## src/rtl/rst_seq_pkg.sv

```systemverilog
// Shared types and sizing helpers for the reset sequencer.
package rst_seq_pkg;

  // Sequencer states. RELEASE names the single-edge action of dropping a
  // stage reset; it is folded into the HOLD/GAP exits and never held.
  typedef enum logic [2:0] {
    HOLD,
    RELEASE,
    WAIT_ACK,
    GAP,
    DONE,
    FAULT
  } rst_seq_state_t;

  // Width of the shared timer: must hold the largest of the three limits.
  function automatic int cnt_width(input int hold_cycles, input int stage_gap,
                                   input int ack_timeout);
    int m;
    m = hold_cycles;
    if (stage_gap > m) m = stage_gap;
    if (ack_timeout > m) m = ack_timeout;
    return $clog2(m + 1);
  endfunction

  // Width of a stage index; a single stage still gets one bit.
  function automatic int idx_width(input int num_stages);
    return (num_stages > 1) ? $clog2(num_stages) : 1;
  endfunction

endpackage

```

## src/rtl/rst_seq_timer.sv

```systemverilog
// Loadable down-counter shared by the hold, gap and acknowledge-timeout phases.
// done is high on the last cycle of a loaded interval, so an interval of L
// loaded at edge T expires (done sampled high) at edge T+L.
module rst_seq_timer #(
  parameter int W = 4
) (
  input  logic         clk,
  input  logic         load,
  input  logic [W-1:0] load_val,
  output logic         done
);

  logic [W-1:0] count_q;

  // Reload on request, otherwise count down and park at zero.
  // NOTE: sequential state is written with non-blocking assignments only, so
  // every flop samples pre-edge values regardless of process ordering.
  always_ff @(posedge clk) begin
    if (load)
      count_q <= load_val;
    else if (count_q != '0)
      count_q <= count_q - W'(1);
  end

  assign done = (count_q == W'(1));

endmodule

```

## src/rtl/rst_seq.sv

```systemverilog
// Reset sequencer: releases NUM_STAGES downstream resets one at a time after a
// hold period, waiting for each stage to acknowledge, retrying after timeouts.
module rst_seq
  import rst_seq_pkg::*;
#(
  parameter int NUM_STAGES  = 3,
  parameter int HOLD_CYCLES = 16,
  parameter int STAGE_GAP   = 8,
  parameter int ACK_TIMEOUT = 1024
) (
  input  logic                                clk,
  input  logic                                rst,
  input  logic                                soft_rst_req,
  input  logic [NUM_STAGES-1:0]               stage_ok,
  output logic [NUM_STAGES-1:0]               stage_rst,
  output logic                                ready,
  output logic                                busy,
  output logic                                fault,
  output logic [idx_width(NUM_STAGES)-1:0]    fault_stage
);

  localparam int CNT_W = cnt_width(HOLD_CYCLES, STAGE_GAP, ACK_TIMEOUT);
  localparam int IDX_W = idx_width(NUM_STAGES);

  localparam logic [CNT_W-1:0] HOLD_VAL = CNT_W'(HOLD_CYCLES);
  localparam logic [CNT_W-1:0] GAP_VAL  = CNT_W'(STAGE_GAP);
  localparam logic [CNT_W-1:0] ACK_VAL  = CNT_W'(ACK_TIMEOUT);
  localparam logic [IDX_W-1:0] LAST_IDX = IDX_W'(NUM_STAGES - 1);

  rst_seq_state_t        state_q, state_d;
  logic [IDX_W-1:0]      idx_q, idx_d, idx_inc;
  logic [NUM_STAGES-1:0] stage_rst_q, stage_rst_d;
  logic                  ready_q, ready_d;
  logic                  busy_q, busy_d;
  logic                  fault_q, fault_d;
  logic [IDX_W-1:0]      fault_stage_q, fault_stage_d;

  logic                  tmr_load;
  logic [CNT_W-1:0]      tmr_val;
  logic                  tmr_done;

  rst_seq_timer #(.W(CNT_W)) u_timer (
    .clk      (clk),
    .load     (tmr_load),
    .load_val (tmr_val),
    .done     (tmr_done)
  );

  assign idx_inc = idx_q + IDX_W'(1);

  // Next-state, stage-release and timer-load decisions.
  // NOTE: every signal driven here gets a default first, so no path through
  // the if/case tree can leave one unassigned and infer a latch.
  always_comb begin
    state_d       = state_q;
    idx_d         = idx_q;
    stage_rst_d   = stage_rst_q;
    fault_d       = fault_q;
    fault_stage_d = fault_stage_q;
    tmr_load      = 1'b0;
    tmr_val       = HOLD_VAL;

    if (rst) begin
      // Register values are forced in the flop process; arm the hold here.
      tmr_load = 1'b1;
    end else if (soft_rst_req) begin
      // Restart from scratch; beats a same-edge acknowledge or timeout.
      state_d     = HOLD;
      idx_d       = '0;
      stage_rst_d = '1;
      tmr_load    = 1'b1;
    end else begin
      case (state_q)
        HOLD: begin
          if (tmr_done) begin
            stage_rst_d[0] = 1'b0;
            state_d        = WAIT_ACK;
            tmr_load       = 1'b1;
            tmr_val        = ACK_VAL;
          end
        end
        WAIT_ACK: begin
          if (stage_ok[idx_q]) begin
            if (idx_q == LAST_IDX) begin
              state_d = DONE;
            end else begin
              state_d  = GAP;
              tmr_load = 1'b1;
              tmr_val  = GAP_VAL;
            end
          end else if (tmr_done) begin
            state_d       = FAULT;
            stage_rst_d   = '1;
            fault_d       = 1'b1;
            fault_stage_d = idx_q;
          end
        end
        GAP: begin
          if (tmr_done) begin
            idx_d                = idx_inc;
            stage_rst_d[idx_inc] = 1'b0;
            state_d              = WAIT_ACK;
            tmr_load             = 1'b1;
            tmr_val              = ACK_VAL;
          end
        end
        DONE: begin
          // Stages self-monitor once released; later drops are ignored.
        end
        FAULT: begin
          state_d  = HOLD;
          idx_d    = '0;
          tmr_load = 1'b1;
        end
        default: begin
          state_d     = HOLD;
          idx_d       = '0;
          stage_rst_d = '1;
          tmr_load    = 1'b1;
        end
      endcase
    end

    // ready follows one edge after DONE is reached and drops with any exit.
    ready_d = (state_q == DONE) && (state_d == DONE);
    busy_d  = ~ready_d;
  end

  // State and output registers with synchronous reset.
  always_ff @(posedge clk) begin
    if (rst) begin
      state_q       <= HOLD;
      idx_q         <= '0;
      stage_rst_q   <= '1;
      ready_q       <= 1'b0;
      busy_q        <= 1'b1;
      fault_q       <= 1'b0;
      fault_stage_q <= '0;
    end else begin
      state_q       <= state_d;
      idx_q         <= idx_d;
      stage_rst_q   <= stage_rst_d;
      ready_q       <= ready_d;
      busy_q        <= busy_d;
      fault_q       <= fault_d;
      fault_stage_q <= fault_stage_d;
    end
  end

  assign stage_rst   = stage_rst_q;
  assign ready       = ready_q;
  assign busy        = busy_q;
  assign fault       = fault_q;
  assign fault_stage = fault_stage_q;

endmodule

```

## config.mk

```make
export PLATFORM = sky130hd
export DESIGN_NAME = rst_seq
export DESIGN_NICKNAME = d
export VERILOG_FILES = /design/src/rtl/rst_seq_pkg.sv /design/src/rtl/rst_seq_timer.sv /design/src/rtl/rst_seq.sv
export SDC_FILE = /design/constraint.sdc
export NUM_CORES = 1
export LEC_CHECK = 0
export ABC_CLOCK_PERIOD_IN_PS = 1990
export CAP_MARGIN = 20
export CORE_UTILIZATION = 50
export CTS_CLUSTER_SIZE = 20
export DETAILED_ROUTE_END_ITERATION = 8
export PLACE_DENSITY = 0.82
export SETUP_SLACK_MARGIN = 0.3
export SLEW_MARGIN = 20
export SYNTH_ARGS = -nofsm -noshare
export SYNTH_HDL_FRONTEND = slang
export SYNTH_SLANG_ARGS = --single-unit
export TNS_END_PERCENT = 20
```

## constraint.sdc

```tcl
create_clock -name clk -period 1.99 [get_ports clk]
set_input_delay 0.398 -clock clk [delete_from_list [all_inputs] [get_ports clk]]
set_output_delay 0.398 -clock clk [all_outputs]
set_load 0.01 [all_outputs]
```

==> flow_summary.ini <==
[outcome]
status = finished with violations
violations = negative setup slack

[route]
ant_nets = 0
vias = 1196
drc = 0
first_iter_violations = 49
via_per_inst = 5.75
first_pass_iters = 4
wl_per_cell_um = 16.3
routed_wl_um = 3390

[clock_network]
clk_latency_ns = 0.33
cts.sinks = 24
numCtsBuffers = 3
cts.clk_slew.worst_paths_ns = 0.14
htreeDepth = 1
root_buffer = clkbuf_4
cts_tree = done
ctsLongestPathBuffers = 2

[worst_setup_path]
cp-start-kind = flip-flop
critPathMaxFanout = 3
end_kind = flip-flop
critical_path_arrival_ns = 2.12
crit_required_ns = 2.08
crit_type = flip-flop to flip-flop

[place]
gp_congestion = 0.955
dp_hpwl_um = 2210
place_area_um2 = 1630
dp_cells = 197
port_buffers = 13

[timing]
rsz0062_at_grt = yes
period_share_pct = 102
max_freq_mhz = 492
final.setup.tns_ns = -0.241
setup_viol_count_final = 12
fin_ws_ns = -0.0407
worstMarginPinSlew_ns = 0.376
slew_headroom_pct = 74.7
post-route-min-period_ns = 2.03
timing_hold_violations_final = 0
clock_skew_ns = 0.00860
final_max_slew_viol_count = 0
whs_ns = 0.460

[logic_synthesis]
yosys_warnings = 0
yosysTopAreaCell = edfxtp_1
synthCells = 142
async_reset_ff_share_pct = 0
syn_avg_cell_area_um2 = 9.47
yosys-top-cells-area = edfxtp_1, dfxtp_1, ha_1
yosys_register_bits = 24
yosysTopAreaCellShare_pct = 24.6
synth_fp_nets = 154
seq_area_frac_synth_pct = 43.9
synth_edf_count = 11
synth_area_um2 = 1350
synth_ff_type = dfxtp_1
ys_types = 41

[die]
pin_count = 14
coreArea_um2 = 2500
die_w_um = 53.9
initial_core_util_pct = 53.8
row_count = 18
die_height_um = 53.9
dieArea_um2 = 2900

[global_route]
grt_pass1_wl_um = 4770
grt_start_max_net_pins = 15
antenna_found_initial = 0
grt_pass1_vias = 1086
grt_use_total_pct = 23.3
grt.overflow.total = 0

[cells_and_area]
fin_area_um2 = 1920
nNetsFinal = 191
post-route-util_pct = 76.7
stdcell_count = 208
final_cell_mix = buf_4, nor2_1, clkdlybuf4s50_1
layout-drive-gt1-share_pct = 36.5
area_growth_pct = 42.5
antenna_cells = 0
layout_commonest_cell = buf_4

[pwr]
leakage_nw = 0.764
power.density_nw_per_um2 = 645
ir_worst_vdd_uv = 503

[worst_hold_path]
min_path_type = flip-flop to flip-flop

[job]
drv_cap = 0
stage by stage:
stage / setup slack (ns) / total power [mW]
2_1_floorplan: 0.104 / 0.701
3_3_place_gp: -0.217 / 0.773
3_5_place_dp: -0.232 / 0.783
4_1_cts: -0.000306 / 1.17
5_1_grt: -0.0854 / 1.28
6_report: -0.0407 / 1.24
what timing repair did:
item,4_1_cts,5_1_grt
pin swaps,8,22
hold endpoints to repair,0,0
cloned,0,0
setup buffers,4,3
resized for setup,13,29
hold buffers,0,0
endpoints found under the setup margin,33,34
synth_stat cells, types with 2 or more instances:
master	instances
inv_1	8
nor2_1	19
a21oi_1	4
or3_1	3
edfxtp_1	11
nand2_1	9
and2_1	2
o22ai_1	3
xor2_1	4
xnor2_1	5
nor3_1	3
and3_1	2
dfxtp_1	13
nand3_1	6
nand2b_1	6
mux2i_1	2
o31ai_1	2
o21ai_1	3
nand4_1	3
o311ai_1	2
ha_1	6
o21ai_0	3
nor2b_1	3
buf_2	2
nor4_2	2
state kept, by name, indices dropped and copies added, names as in the netlist:
signal / cells
fault: 1
u_timer.count_q: 11
stage_rst: 3
busy: 1
ready: 1
idx_q: 2
fault_stage: 2
state_q: 3
worst paths after layout:
kind | slack [ns] | start | depth (start not counted) | endpoint
setup / recovery | -0.04 | u_timer.count_q[1]$_SDFFCE_PN0P_ | 5 | u_timer.count_q[9]$_SDFFCE_PN0P_
hold / removal | 0.46 | fault$_SDFFE_PP0P_ | 2 | fault$_SDFFE_PP0P_
setup reg to reg | -0.04 | u_timer.count_q[1]$_SDFFCE_PN0P_ | 5 | u_timer.count_q[9]$_SDFFCE_PN0P_
hold reg to reg | 0.46 | fault$_SDFFE_PP0P_ | 2 | fault$_SDFFE_PP0P_
metal layers:
metal / vias up / share of wire [%] / GRT usage, %
met5: - / 0 / 0
met4: 0 / 1.6 / 8.77
met3: 8 / 4.6 / 4.80
met2: 43 / 54 / 41.2
met1: 565 / 40 / 27.4
li1: 580 / - / -
power breakdown:
group | internal (mW) | total [mW] | switching, mW | leakage [nW]
Combinational | 0.153 | 0.305 | 0.152 | 0.501
Clock | 0.204 | 0.362 | 0.158 | 0.0279
Sequential | 0.543 | 0.570 | 0.0266 | 0.235
logic make-up after synthesis:
| family | Yosys count | share of synthesized area (%) |
|---|---|---|
| AOI/OAI and AO/OA | 22 | 10.9 |
| xor gates and xnor gates | 9 | 5.86 |
| adders and majority gates | 6 | 5.58 |
| buffers and inverters | 12 | 3.53 |
| DFF | 24 | 43.9 |
| muxes | 3 | 2.60 |
| and+or+nand+nor | 66 | 27.6 |
worst max-delay path, cell delays in order (launching register included):
cell and delay [ns]:
edfxtp_1 0.46, or4_4 0.56, or3_4 0.38, nor4_4 0.20, xnor2_2 0.16, nor2_2 0.05
final cells by class:
class,count,area (µm²)
Clock inverter,1,30.0
Clock buffer,3,22.5
Fill cell,143,583
Multi-Input combinational cell,106,887
Tap cell,30,37.5
Timing Repair Buffer,35,310
Inverter,9,33.8
Sequential cell,24,596
(Power assumes the default switching activity.)
